--- src/rtl/regfile_writeback_if.sv ---
// Writeback bundle: ALU and memory sources, register file write port,
// and decode hazard taps. Bypass taps exist only with WB_BYPASS_EN.
interface regfile_writeback_if;
    logic        alu_valid;
    logic        alu_ready;
    logic [4:0]  alu_rd;
    logic [31:0] alu_data;
    logic        mem_valid;
    logic        mem_ready;
    logic [4:0]  mem_rd;
    logic [31:0] mem_data;
    logic        RegWEn;
    logic [4:0]  rd_addr;
    logic [31:0] rd_data;
    logic [4:0]  rs1_addr;
    logic [4:0]  rs2_addr;
    logic        busy_rs1;
    logic        busy_rs2;
`ifdef WB_BYPASS_EN
    logic        fwd_rs1_hit;
    logic        fwd_rs2_hit;
    logic [31:0] fwd_rs1_data;
    logic [31:0] fwd_rs2_data;

    modport slave (
        input  alu_valid, alu_rd, alu_data,
        input  mem_valid, mem_rd, mem_data,
        input  rs1_addr, rs2_addr,
        output alu_ready, mem_ready,
        output RegWEn, rd_addr, rd_data,
        output busy_rs1, busy_rs2,
        output fwd_rs1_hit, fwd_rs2_hit,
        output fwd_rs1_data, fwd_rs2_data
    );

    modport master (
        output alu_valid, alu_rd, alu_data,
        output mem_valid, mem_rd, mem_data,
        output rs1_addr, rs2_addr,
        input  alu_ready, mem_ready,
        input  RegWEn, rd_addr, rd_data,
        input  busy_rs1, busy_rs2,
        input  fwd_rs1_hit, fwd_rs2_hit,
        input  fwd_rs1_data, fwd_rs2_data
    );
`else
    modport slave (
        input  alu_valid, alu_rd, alu_data,
        input  mem_valid, mem_rd, mem_data,
        input  rs1_addr, rs2_addr,
        output alu_ready, mem_ready,
        output RegWEn, rd_addr, rd_data,
        output busy_rs1, busy_rs2
    );

    modport master (
        output alu_valid, alu_rd, alu_data,
        output mem_valid, mem_rd, mem_data,
        output rs1_addr, rs2_addr,
        input  alu_ready, mem_ready,
        input  RegWEn, rd_addr, rd_data,
        input  busy_rs1, busy_rs2
    );
`endif
endinterface

--- src/rtl/regfile_writeback.sv ---
// Register file write-port arbiter: ALU source vs. in-order memory FIFO.
// Optional WB_BYPASS_EN adds output-stage forwarding taps for decode.
module regfile_writeback #(
    parameter int DEPTH = 4
) (
    input logic                clk,
    input logic                rst,
    regfile_writeback_if.slave wb
);
    localparam int AW = $clog2(DEPTH);
    localparam int CW = AW + 1;

    logic [AW-1:0] wr_ptr;
    logic [AW-1:0] rd_ptr;
    logic [CW-1:0] count;
    logic [4:0]    q_rd   [DEPTH];
    logic [31:0]   q_data [DEPTH];

    logic          out_we;
    logic [4:0]    out_rd;
    logic [31:0]   out_data;

    logic full;
    logic empty;
    logic alu_win;
    logic push;
    logic pop;

    assign full  = (count == CW'(DEPTH));
    assign empty = (count == '0);

    assign wb.mem_ready = !rst && !full;
    assign wb.alu_ready = !rst && !full;

    // x0 requests complete the handshake but never reach the queue or port
    assign alu_win = !full && wb.alu_valid && (wb.alu_rd != 5'd0);
    assign push    = wb.mem_valid && !full && (wb.mem_rd != 5'd0);
    assign pop     = !alu_win && !empty;

    always_ff @(posedge clk) begin
        if (rst) begin
            out_we   <= 1'b0;
            out_rd   <= 5'd0;
            out_data <= 32'd0;
            wr_ptr   <= '0;
            rd_ptr   <= '0;
            count    <= '0;
        end else begin
            if (pop) begin
                out_we   <= 1'b1;
                out_rd   <= q_rd[rd_ptr];
                out_data <= q_data[rd_ptr];
                rd_ptr   <= rd_ptr + 1'b1;
            end else if (alu_win) begin
                out_we   <= 1'b1;
                out_rd   <= wb.alu_rd;
                out_data <= wb.alu_data;
            end else begin
                out_we   <= 1'b0;
            end
            if (push) begin
                wr_ptr <= wr_ptr + 1'b1;
            end
            if (push && !pop) begin
                count <= count + 1'b1;
            end else if (pop && !push) begin
                count <= count - 1'b1;
            end
        end
    end

    always_ff @(posedge clk) begin
        if (!rst && push) begin
            q_rd[wr_ptr]   <= wb.mem_rd;
            q_data[wr_ptr] <= wb.mem_data;
        end
    end

    assign wb.RegWEn  = out_we;
    assign wb.rd_addr = out_rd;
    assign wb.rd_data = out_data;

    logic fifo_hit1;
    logic fifo_hit2;

    // Only the count entries starting at the read pointer are live
    always_comb begin
        fifo_hit1 = 1'b0;
        fifo_hit2 = 1'b0;
        for (int k = 0; k < DEPTH; k++) begin
            if (CW'(k) < count) begin
                if (q_rd[rd_ptr + AW'(k)] == wb.rs1_addr) fifo_hit1 = 1'b1;
                if (q_rd[rd_ptr + AW'(k)] == wb.rs2_addr) fifo_hit2 = 1'b1;
            end
        end
    end

    logic out_hit1;
    logic out_hit2;
    logic nz1;
    logic nz2;

    assign nz1      = (wb.rs1_addr != 5'd0);
    assign nz2      = (wb.rs2_addr != 5'd0);
    assign out_hit1 = out_we && (out_rd == wb.rs1_addr);
    assign out_hit2 = out_we && (out_rd == wb.rs2_addr);

`ifdef WB_BYPASS_EN
    assign wb.fwd_rs1_hit  = out_hit1 && nz1;
    assign wb.fwd_rs2_hit  = out_hit2 && nz2;
    assign wb.fwd_rs1_data = out_data;
    assign wb.fwd_rs2_data = out_data;

    assign wb.busy_rs1 = nz1 && (fifo_hit1 || (out_hit1 && !wb.fwd_rs1_hit));
    assign wb.busy_rs2 = nz2 && (fifo_hit2 || (out_hit2 && !wb.fwd_rs2_hit));
`else
    assign wb.busy_rs1 = nz1 && (fifo_hit1 || out_hit1);
    assign wb.busy_rs2 = nz2 && (fifo_hit2 || out_hit2);
`endif
endmodule

--- src/flat_wrapper.sv ---
// flat-port wrapper written by rule: the top's interface ports become plain ports
module regfile_writeback_flat 
#(
    parameter int DEPTH = 4
)
  (clk, rst, wb_alu_valid, wb_alu_rd, wb_alu_data, wb_mem_valid, wb_mem_rd, wb_mem_data, wb_rs1_addr, wb_rs2_addr, wb_alu_ready, wb_mem_ready, wb_RegWEn, wb_rd_addr, wb_rd_data, wb_busy_rs1, wb_busy_rs2);
  regfile_writeback_if wb_i ();
  input logic clk;
  input logic rst;
  input wire logic [$bits(wb_i.alu_valid)-1:0] wb_alu_valid;
  input wire logic [$bits(wb_i.alu_rd)-1:0] wb_alu_rd;
  input wire logic [$bits(wb_i.alu_data)-1:0] wb_alu_data;
  input wire logic [$bits(wb_i.mem_valid)-1:0] wb_mem_valid;
  input wire logic [$bits(wb_i.mem_rd)-1:0] wb_mem_rd;
  input wire logic [$bits(wb_i.mem_data)-1:0] wb_mem_data;
  input wire logic [$bits(wb_i.rs1_addr)-1:0] wb_rs1_addr;
  input wire logic [$bits(wb_i.rs2_addr)-1:0] wb_rs2_addr;
  output wire logic [$bits(wb_i.alu_ready)-1:0] wb_alu_ready;
  output wire logic [$bits(wb_i.mem_ready)-1:0] wb_mem_ready;
  output wire logic [$bits(wb_i.RegWEn)-1:0] wb_RegWEn;
  output wire logic [$bits(wb_i.rd_addr)-1:0] wb_rd_addr;
  output wire logic [$bits(wb_i.rd_data)-1:0] wb_rd_data;
  output wire logic [$bits(wb_i.busy_rs1)-1:0] wb_busy_rs1;
  output wire logic [$bits(wb_i.busy_rs2)-1:0] wb_busy_rs2;
  assign wb_i.alu_valid = wb_alu_valid;
  assign wb_i.alu_rd = wb_alu_rd;
  assign wb_i.alu_data = wb_alu_data;
  assign wb_i.mem_valid = wb_mem_valid;
  assign wb_i.mem_rd = wb_mem_rd;
  assign wb_i.mem_data = wb_mem_data;
  assign wb_i.rs1_addr = wb_rs1_addr;
  assign wb_i.rs2_addr = wb_rs2_addr;
  assign wb_alu_ready = wb_i.alu_ready;
  assign wb_mem_ready = wb_i.mem_ready;
  assign wb_RegWEn = wb_i.RegWEn;
  assign wb_rd_addr = wb_i.rd_addr;
  assign wb_rd_data = wb_i.rd_data;
  assign wb_busy_rs1 = wb_i.busy_rs1;
  assign wb_busy_rs2 = wb_i.busy_rs2;
  regfile_writeback #(.DEPTH(DEPTH)) u_core (.clk(clk), .rst(rst), .wb(wb_i));
endmodule
--- config.mk ---
export PLATFORM = sky130hd
export DESIGN_NAME = regfile_writeback_flat
export DESIGN_NICKNAME = d
export VERILOG_FILES = /design/src/rtl/regfile_writeback_if.sv /design/src/rtl/regfile_writeback.sv /design/src/flat_wrapper.sv
export SDC_FILE = /design/constraint.sdc
export NUM_CORES = 1
export LEC_CHECK = 0
export ABC_AREA = 1
export CAP_MARGIN = 0
export CORE_ASPECT_RATIO = 1.25
export CORE_MARGIN = 2
export CORE_UTILIZATION = 45
export DETAILED_ROUTE_END_ITERATION = 8
export PLACE_DENSITY = 0.64
export SLEW_MARGIN = 10
export SYNTH_ARGS = -nofsm -noshare
export SYNTH_HDL_FRONTEND = slang
export SYNTH_SLANG_ARGS = --single-unit
--- constraint.sdc ---
create_clock -name clk -period 5.7 [get_ports clk]
set_clock_uncertainty 0.15 [all_clocks]
set_input_delay 1.425 -clock clk [delete_from_list [all_inputs] [get_ports clk]]
set_output_delay 1.425 -clock clk [all_outputs]
set_load 0.02 [all_outputs]
---- Yosys cells after proc, flatten, opt, wreduce, memory -nomap -nowiden ----
Memories as Yosys holds them, arrays and structs flattened. A register that Yosys moved wholly into a read port is not among the register bits.
Cells that the tools add are included.
storage, ports and cells
  register bits ........................... 45
  RAM bits ................................ 148
  input port bits ......................... 88
  word-level logic and storage cells ...... 87
  memories ................................ 2
cells by class
  add/sub/neg operators ................... 6
  magnitude comparators ................... 4
  eq/ne operators ......................... 11
  muxes and demuxes ....................... 30
  reduce and logical (&&, ||, !) cells .... 28
memories
  memory         words  width  rd ports  clocked after Yosys merged registers in  wr ports  RTL line                 text
  u_core.q_data  4      32     1         1                                        1         regfile_writeback.sv:17  logic [31:0] q_data [DEPTH];
  u_core.q_rd    4      5      4         1                                        1         regfile_writeback.sv:16  logic [4:0] q_rd [DEPTH];
operator list
  kind                 count
  $mux 32              2
  $eq 5x5->1           10
  $mux 1               20
  $reduce_bool 5->1    4
  $logic_and 1x1->1    13
  $mux 5               2
  $mux 2               4
  $logic_not 1->1      6
  $lt 1x3->1 const A   2
  $lt 2x3->1 const A   2
  $mux 3               2
  $add 2x1->2 const B  2
  $add 2x2->2 const B  2
  $reduce_bool 2->1    2
  $add 3x1->3 const B  1
  $eq 3x3->1 const B   1
  $logic_not 3->1      1
  $sub 3x1->3 const B  1
  $logic_or 1x1->1     2

---- Longest topological paths before layout ----
Gate-level depths: netlist of the first run.
  depth in word-level cells ............... 11
  gate-level depth with buffers ........... 14
  gate-level depth less buffers ........... 13

---- Worst setup path after synthesis of the first run ----
Ideal clock, no wire load.
  path kind ............................... input to output
  from .................................... input port wb_rs2_addr[1]
  to ...................................... output port wb_busy_rs2
  arrival time ............................ 2.407 ns
  data required time ...................... 4.125 ns
  path slack .............................. 1.718 ns
  stages .................................. 9
  cell sequence ........................... clkbuf_1 inv_1 nand3_1 nand2_1 nor2_1 nand3_1 nand2_1 nor2_1 nor2_1
on the way
  longest elaborated chain between the ends .. 11
  elaborated cells between the ends (all ways) .. 17
  classes of those cells .................. 5 x eq/ne; 8 x mux; 4 x reduce/logical
RTL lines
  item                   RTL line                  text
  from (decl)            flat_wrapper.sv:17        input wire logic [$bits(wb_i.rs2_addr)-1:0] wb_rs2_addr;
  $eq 5x5->1             regfile_writeback.sv:93   if (q_rd[rd_ptr + AW'(k)] == wb.rs2_addr) fifo_hit2 = 1'b1;
  $mux 1                 regfile_writeback.sv:93
  $mux 1                 regfile_writeback.sv:91   if (CW'(k) < count) begin
  $mux 1                 regfile_writeback.sv:93
  $mux 1                 regfile_writeback.sv:91
  $mux 1                 regfile_writeback.sv:93
  $mux 1                 regfile_writeback.sv:91
  $mux 1                 regfile_writeback.sv:93
  $mux 1                 regfile_writeback.sv:91
  $logic_or 1x1->1       regfile_writeback.sv:118  assign wb.busy_rs2 = nz2 && (fifo_hit2 || out_hit2);
  $logic_and 1x1->1 (*)  regfile_writeback.sv:118
  to (decl)              flat_wrapper.sv:24        output wire logic [$bits(wb_i.busy_rs2)-1:0] wb_busy_rs2;
Every way passes the cells marked *; elsewhere a longest branch is shown, timed or not.

---- Worst setup path after layout of the first run ----
  from .................................... input port wb_rs1_addr[4]
  to ...................................... output port wb_busy_rs1
on the way
  longest elaborated chain between the ends .. 11
  elaborated cells between the ends (all ways) .. 17
  classes of those cells .................. 5 x eq/ne; 8 x mux; 4 x reduce/logical
RTL lines
  item                   RTL line                  text
  from (decl)            flat_wrapper.sv:16        input wire logic [$bits(wb_i.rs1_addr)-1:0] wb_rs1_addr;
  $eq 5x5->1             regfile_writeback.sv:92   if (q_rd[rd_ptr + AW'(k)] == wb.rs1_addr) fifo_hit1 = 1'b1;
  $mux 1                 regfile_writeback.sv:92
  $mux 1                 regfile_writeback.sv:91
  $mux 1                 regfile_writeback.sv:92
  $mux 1                 regfile_writeback.sv:91
  $mux 1                 regfile_writeback.sv:92
  $mux 1                 regfile_writeback.sv:91
  $mux 1                 regfile_writeback.sv:92
  $mux 1                 regfile_writeback.sv:91
  $logic_or 1x1->1       regfile_writeback.sv:117  assign wb.busy_rs1 = nz1 && (fifo_hit1 || out_hit1);
  $logic_and 1x1->1 (*)  regfile_writeback.sv:117
  to (decl)              flat_wrapper.sv:23        output wire logic [$bits(wb_i.busy_rs1)-1:0] wb_busy_rs1;
Marked as above.

==> summary.md, run 1 <==
| Metric | Value |
|---|---|
| Max stage delay on crit path | `670 ps` |
| Total setup violations reported at the end of the flow | `0` |
| Violation count after the first detailed-routing iteration | `461` |
| Synthesized net count | `1,125` |
| Clock tree root buffer cell | `sky130_fd_sc_hd__clkbuf_16` |
| Leading post-synthesis cells by cell area | `sky130_fd_sc_hd__edfxtp_1 48%, sky130_fd_sc_hd__nand2_1 12%, sky130_fd_sc_hd__dfxtp_1 10%, sky130_fd_sc_hd__nand3_1 5.5%, sky130_fd_sc_hd__nor2_1 4.9%` |
| Internal | `3.071 mW` |
| Setup fix buffers added after clock tree synthesis | `0` |
| Met2 Use GR | `0.4354` |
| Multi-input gate area in the final layout | `3253 um^2` |
| Total non-filler cell area in the finished layout | `11,290 um^2` |
| DIE AREA | `21,610 um^2` |
| Worst-path fanout max | `6` |
| Count of antenna-violating nets left after detailed routing | `0` |
| Remaining design rule violation count | `0` |
| HPWL after detailed placement | `17,620 um` |
| Met1 track utilization from global routing | `0.2795` |
| Reg area | `5386 um^2` |
| Global-route wire length before repair | `39,620 um` |
| Synth top area share | `0.4831` |
| Standard-cell row count | `58` |
| Clock power frac | `0.227` |
| Peak supply drop | `0.2635 mV` |
| Wire length per cell after detailed routing | `17.72 um` |
| Share of the core filled with cells | `0.5618` |
| I/O pin count | `130` |
| Net switching share of the total power | `0.4101` |
| Cell chain of the critical path | `clkdlybuf4s50_1, inv_1, nand2_1, nand2_1, nor2_1, nand3_1, nand2_1, nor2_1, nor2_1, clkdlybuf4s50_1` |
| Max Fclk | `0.1927 GHz` |
| Number of clock sinks | `195` |
| CTS tree | `done` |
| Die outline width | `131.9 um` |
| Per-cell via count in the routed design | `5.190` |
| Met3 Use GR | `0.04414` |
| Count of vias placed by the detailed router | `7,417` |
| Total core area | `20,100 um^2` |
| Maximum number of pins on one net before global-route repair | `61` |
| Distinct cell type count after synthesis | `29` |
| Initial antenna violation count | `0` |
| DIE HEIGHT | `163.9 um` |
| Final period demand of the worst path | `5190 ps` |
| First-pass iteration count of the detailed router | `7` |
| Area of the mapped netlist | `9200 um^2` |
| Net load switching power | `2.135 mW` |
| Total power divided by cell area | `460.9 nW/um^2` |
| Hold slack final | `325.2 ps` |
| Crit-path slowest cell | `sky130_fd_sc_hd__clkdlybuf4s50_1` |
| Setup slack of the worst register-to-register path | `2790 ps` |
| Ys Warns | `0` |
| Max-cap viol count | `0` |
| Synth Area per Inst | `8.941 um^2` |
| Bufs on Longest Clock Path | `2` |
| Overall overflow remaining after global route | `0` |
| Effective utilization at floorplan | `0.4577` |
| Result of the run | `finished clean` |
| Worst setup SP type | `input pin` |
| Worst setup path category | `input pin to output pin` |
| Routability Congestion | `0.9415` |
| Static leakage | `4.564 nW` |
| # hold bufs at CTS | `0` |
| Signal arrival time at the worst endpoint | `3610 ps` |
| Share of total power in combinational logic | `0.417` |
| Register clock-pin slew on the reported worst setup and hold paths | `70 ps` |
| Global-route usage over all layers | `0.2405` |
| Vias in the first global route | `7,180` |
| WL final | `25,320 um` |
| Final count of hold timing violations | `0` |
| Worst EP required | `4120 ps` |
| Worst hold path type | `register to register` |
| Post-cts gate resize count | `0` |
| Post-placement cell area | `10,690 um^2` |
| Worst-skew pair later-pin latency | `430 ps` |
| Routing layer with the top usage in global route | `met2` |
| CP Capture Type | `output pin` |
| Total of buffers placed on input and output ports | `129` |
| Post-route setup TNS | `0 ps` |
| Post-layout power | `5.205 mW` |
| H-tree level count | `4` |
| Setup repair after global routing missed its margin | `false` |
| Tcrit/Tclk final | `0.9105` |
| Count of filler cells inserted in the layout | `1,845` |
| Register share of total power | `0.356` |
| Fraction of final layout cells with drive strength greater than 1 | `0.07174` |
| Inserted Clock Buffers | `17` |
| Fin nets | `1,240` |
| Post-synthesis sequential element count | `195` |
| Max Transition Viols Final | `0` |
| Normalized max-slew margin | `0.4915` |
| Part of the Yosys area used for sequential elements | `0.5853` |
| Layout Area Growth over Synthesis | `22.75%` |
| Cell taking the most area after synthesis | `sky130_fd_sc_hd__edfxtp_1` |
| Synthesized netlist cell count | `1,029` |
| Worst Tran Pin Value | `761.7 ps` |
[critical path, delay by kind of cell]
kind | cells | cell delay (ps)
simple gates | 7 | 660
buf+inv | 3 | 1520
[per-stage QoR]
stage	instances	worst slack (ps)
final	1429	510.2
after global routing	1427	368.8
after CTS	1427	501.8
after detailed placement	1395	518.3
after global placement	1395	470.8
after floorplan	1029	1718
[path summary, 6_finish.rpt]
| kind | cells after the start | endpoint | startpoint |
|---|---|---|---|
| hold reg to reg | 2 | u_core.wb.rd_data[27] | u_core.wb.rd_data[27] |
| hold / removal | 2 | u_core.wb.rd_data[27] | u_core.wb.rd_data[27] |
| setup / recovery | 10 | wb_busy_rs1 | wb_rs1_addr[4] |
| setup reg to reg | 10 | u_core.q_data[3][15] | u_core.count[0] |
[flip-flops by register name (all words and copies together), names as in the netlist, named ones only]
name               cells
u_core.wb.rd_data     32
u_core.count           3
u_core.wb.RegWEn       1
u_core.q_rd           20
u_core.q_data        128
u_core.wb.rd_addr      5
u_core.rd_ptr          2
u_core.wr_ptr          2
[placed cells by master, fill, tap and decap left out, types with 2 or more instances in the layout]
cell type and n:
sky130_fd_sc_hd__nand3_2 3, sky130_fd_sc_hd__inv_1 68, sky130_fd_sc_hd__nor3_1 4, sky130_fd_sc_hd__nor2_1 115
sky130_fd_sc_hd__clkbuf_16 17, sky130_fd_sc_hd__o21ai_0 89, sky130_fd_sc_hd__clkinv_8 3, sky130_fd_sc_hd__inv_2 6
sky130_fd_sc_hd__dfxtp_1 46, sky130_fd_sc_hd__ha_1 8, sky130_fd_sc_hd__o21ai_1 8, sky130_fd_sc_hd__o22ai_1 37
sky130_fd_sc_hd__nor2_4 5, sky130_fd_sc_hd__clkinvlp_4 4, sky130_fd_sc_hd__diode_2 2, sky130_fd_sc_hd__buf_4 14
sky130_fd_sc_hd__clkinv_1 2, sky130_fd_sc_hd__nand3_1 102, sky130_fd_sc_hd__clkdlybuf4s50_1 129, sky130_fd_sc_hd__xnor2_1 2
sky130_fd_sc_hd__nand2_2 15, sky130_fd_sc_hd__o221ai_1 5, sky130_fd_sc_hd__edfxtp_1 148, sky130_fd_sc_hd__a21oi_1 16
sky130_fd_sc_hd__inv_6 6, sky130_fd_sc_hd__nand2_1 293, sky130_fd_sc_hd__nand2_4 3
[final cells by class]
type	instances	area share
Sequential cell	195	0.4770
Multi-Input combinational cell	708	0.2881
Timing Repair Buffer	144	0.1254
Clock buffer	17	0.03767
Tap cell	270	0.02991
Inverter	78	0.02659
Clock inverter	15	0.01496
Antenna cell	2	0.0004432
[metal layers]
metal / wire length, um / share of wire / vias to the layer above
met5: 0 / 0 / -
met4: 817 / 0.032 / 0
met3: 995 / 0.039 / 41
met2: 13210 / 0.52 / 190
met1: 10300 / 0.41 / 3495
li1: - / - / 3691
[power by group through the flow]
stage | clock network [mW] | registers [mW] | logic, mW
6_report | 1.18 | 1.86 | 2.17
5_1_grt | 1.27 | 1.87 | 2.42
4_1_cts | 1.20 | 1.85 | 2.18
3_5_place_dp | 0 | 1.89 | 2.17
3_3_place_gp | 0 | 1.88 | 2.17
2_1_floorplan | 0 | 1.94 | 1.41
[kinds of logic (layout without fill, tap and decap cells)]
family / Yosys count / count (layout) / synth area share
xor+xnor: 2 / 2 / 0.001904
buf+inv: 126 / 254 / 0.06433
fa+ha+maj: 8 / 8 / 0.01088
simple gates: 543 / 543 / 0.2462
flops: 195 / 195 / 0.5853
other cells: 0 / 2 / 0
compound gates: 155 / 155 / 0.09139
[synth_stat cells]
cell type                  number
sky130_fd_sc_hd__nand3_1      102
sky130_fd_sc_hd__buf_2         11
sky130_fd_sc_hd__inv_2          6
sky130_fd_sc_hd__buf_6          9
sky130_fd_sc_hd__nand3_2        3
sky130_fd_sc_hd__clkinv_1       2
sky130_fd_sc_hd__inv_4          1
sky130_fd_sc_hd__o21ai_1        8
sky130_fd_sc_hd__nand2_4        3
sky130_fd_sc_hd__nor2_2         1
sky130_fd_sc_hd__dfxtp_1       47
sky130_fd_sc_hd__o221ai_1       5
sky130_fd_sc_hd__xnor2_1        2
sky130_fd_sc_hd__and2_1         1
sky130_fd_sc_hd__edfxtp_1     148
sky130_fd_sc_hd__o22ai_1       37
sky130_fd_sc_hd__nor2_4         1
sky130_fd_sc_hd__inv_1         68
sky130_fd_sc_hd__ha_1           8
sky130_fd_sc_hd__clkbuf_1      20
sky130_fd_sc_hd__nand2_1      293
sky130_fd_sc_hd__a21oi_1       16
sky130_fd_sc_hd__buf_4          8
sky130_fd_sc_hd__nor3_1         4
sky130_fd_sc_hd__nor2_1       119
sky130_fd_sc_hd__nand2_2       15
sky130_fd_sc_hd__inv_6          1
sky130_fd_sc_hd__nand4_1        1
sky130_fd_sc_hd__o21ai_0       89
(Power assumes the default switching activity.)
==> run 2, diff against run 1 <==
- clock period: 5.7 -> 6.13 ns (I/O delays scaled with it)
==> summary.md, run 2 (synthesis results as in run 1) <==
| Metric | Value |
|---|---|
| Result of the run | `finished clean` |
| Count of antenna-violating nets left after detailed routing | `0` |
| Inserted Clock Buffers | `17` |
| Layout Area Growth over Synthesis | `21.72%` |
| Max Transition Viols Final | `0` |
| Post-route setup TNS | `0 ps` |
| Share of the core filled with cells | `0.5571` |
| Max Fclk | `0.1748 GHz` |
| Remaining design rule violation count | `0` |
| Total core area | `20,100 um^2` |
| Final period demand of the worst path | `5721 ps` |
| WL final | `25,680 um` |
| Register clock-pin slew on the reported worst setup and hold paths | `70 ps` |
| Violation count after the first detailed-routing iteration | `467` |
| Setup slack of the worst register-to-register path | `3090 ps` |
| Clock tree root buffer cell | `sky130_fd_sc_hd__clkbuf_16` |
| Static leakage | `4.518 nW` |
| Net load switching power | `1.983 mW` |
| Die outline width | `131.9 um` |
| First-pass iteration count of the detailed router | `5` |
| Share of total power in combinational logic | `0.421` |
| Crit Reg-Reg Endpoint | `u_core.q_data[0][17]` |
| DIE AREA | `21,610 um^2` |
| Worst hold path type | `register to register` |
| Commonest non-fill, non-tap cells in the layout | `293 x sky130_fd_sc_hd__nand2_1, 148 x sky130_fd_sc_hd__edfxtp_1, 129 x sky130_fd_sc_hd__clkdlybuf4s50_1, 115 x sky130_fd_sc_hd__nor2_1, 102 x sky130_fd_sc_hd__nand3_1` |
| Global-route wire length before repair | `39,820 um` |
| Peak supply drop | `0.2030 mV` |
| Final count of hold timing violations | `0` |
| Effective utilization at floorplan | `0.4577` |
| Overall overflow remaining after global route | `0` |
| Normalized max-slew margin | `0.3442` |
| Per-cell via count in the routed design | `5.287` |
| Diode count | `0` |
| Post-layout power | `4.783 mW` |
| Max-cap viol count | `0` |
| # hold bufs at CTS | `0` |
| Most common cell after layout, fill and taps aside | `sky130_fd_sc_hd__nand2_1` |
| Worst EP required | `4450 ps` |
| Standard-cell row count | `58` |
| Wire length per cell after detailed routing | `18.07 um` |
| DIE HEIGHT | `163.9 um` |
| Register share of total power | `0.362` |
| Destination of the critical timing path | `wb_busy_rs1` |
| Tcrit/Tclk final | `0.9332` |
| Routability Congestion | `0.9858` |
| Worst-path fanout max | `7` |
| Register containing the most flip-flops in the final layout | `u_core.q_data` |
| Count of vias placed by the detailed router | `7,513` |
| Total setup violations reported at the end of the flow | `0` |
| Bufs on Longest Clock Path | `2` |
| Signal arrival time at the worst endpoint | `4040 ps` |
| Worst setup SP type | `input pin` |
| Maximum number of pins on one net before global-route repair | `53` |
| Worst-skew pair later-pin latency | `440 ps` |
| Post-cts gate resize count | `0` |
| Fin nets | `1,235` |
| Cell chain of the critical path | `clkdlybuf4s50_1, inv_1, nand3_1, nand2_1, nor2_1, nand3_1, nand3_1, nor2_1, nor2_1, clkdlybuf4s50_1` |
| FF-to-FF path depth | `10` |
| CTS tree | `done` |
| Clock power frac | `0.217` |
| Hold slack final | `328.6 ps` |
| Vias in the first global route | `7,291` |
| Initial antenna violation count | `0` |
| Max reg flops | `128` |
| First element of the critical path | `wb_rs1_addr[0]` |
| Internal | `2.800 mW` |
| I/O pin count | `130` |
| Net switching share of the total power | `0.4145` |
| H-tree level count | `4` |
| Reg-to-reg startpoint | `u_core.count[0]` |
| Global-route usage over all layers | `0.2418` |
| Setup fix buffers added after clock tree synthesis | `0` |
| Fraction of final layout cells with drive strength greater than 1 | `0.06603` |
| Max stage delay on crit path | `690 ps` |
| CP Capture Type | `output pin` |
| Setup repair after global routing missed its margin | `false` |
| HPWL after detailed placement | `17,930 um` |
| Total of buffers placed on input and output ports | `129` |
| Worst Tran Pin Value | `982.3 ps` |
| Number of clock sinks | `195` |
| Crit-path slowest cell | `sky130_fd_sc_hd__clkdlybuf4s50_1` |
| Worst setup path category | `input pin to output pin` |
| Total power divided by cell area | `427.1 nW/um^2` |
## run 2: cell types whose count changed in the layout (fill, tap and decap cells not counted), sizes merged
| cell | change |
|---|---|
| buf | -5 |
| bufinv | -1 |
| diode | -2 |
| inv | -2 |
| clkinv | +2 |
## run 2: cell type report
class                           instances  area, um^2
Fill cell                            1826        8904
Sequential cell                       195        5386
Multi-Input combinational cell        708        3253
Timing Repair Buffer                  139        1366
Clock buffer                           17       425.4
Tap cell                              270       337.8
Inverter                               78       300.3
Clock inverter                         14       128.9
## run 2: worst min-delay path by stage
| stage | cells past startpoint | start | end |
|---|---|---|---|
| 2_1_floorplan | 2 | u_core.wr_ptr[1] | u_core.wr_ptr[1] |
| 3_3_place_gp | 2 | u_core.wb.rd_data[24] | u_core.wb.rd_data[24] |
| 3_5_place_dp | 2 | u_core.wb.rd_data[6] | u_core.wb.rd_data[6] |
| 4_1_cts | 2 | u_core.wb.rd_data[6] | u_core.wb.rd_data[6] |
| 5_1_grt | 2 | u_core.wb.rd_data[6] | u_core.wb.rd_data[6] |
| 6_report | 2 | u_core.wb.rd_data[18] | u_core.wb.rd_data[18] |
## run 2: per-stage QoR
step / setup WS [ps] / cell area (um^2) / std cells
floorplan: 1933 / 9200 / 1029
finish: 409.2 / 11200 / 1421
detailed placement: 493.3 / 10640 / 1390
global route: 338.1 / 11200 / 1421
CTS: 483.7 / 11200 / 1421
global placement: 491.6 / 10640 / 1390
## run 2: routing by layer
layer,vias up,wire length (um),GRT usage
li1,3678,-,-
met5,-,0,0
met3,60,830,0.03827
met1,3574,10390,0.2730
met4,0,985,0.1166
met2,201,13470,0.4463
## run 2: power groups by stage
stage	registers (mW)	logic [mW]	clock network, mW
after detailed placement	1.76	2.02	0
after CTS	1.73	2.02	1.05
after global routing	1.75	2.23	1.11
after floorplan	1.81	1.31	0
final	1.73	2.01	1.04
after global placement	1.76	2.02	0
## run 2: critical path: cells and delay by family
family | cells | cell delay [ps]
buffers and inverters | 3 | 1550
AND/OR/NAND/NOR | 7 | 940
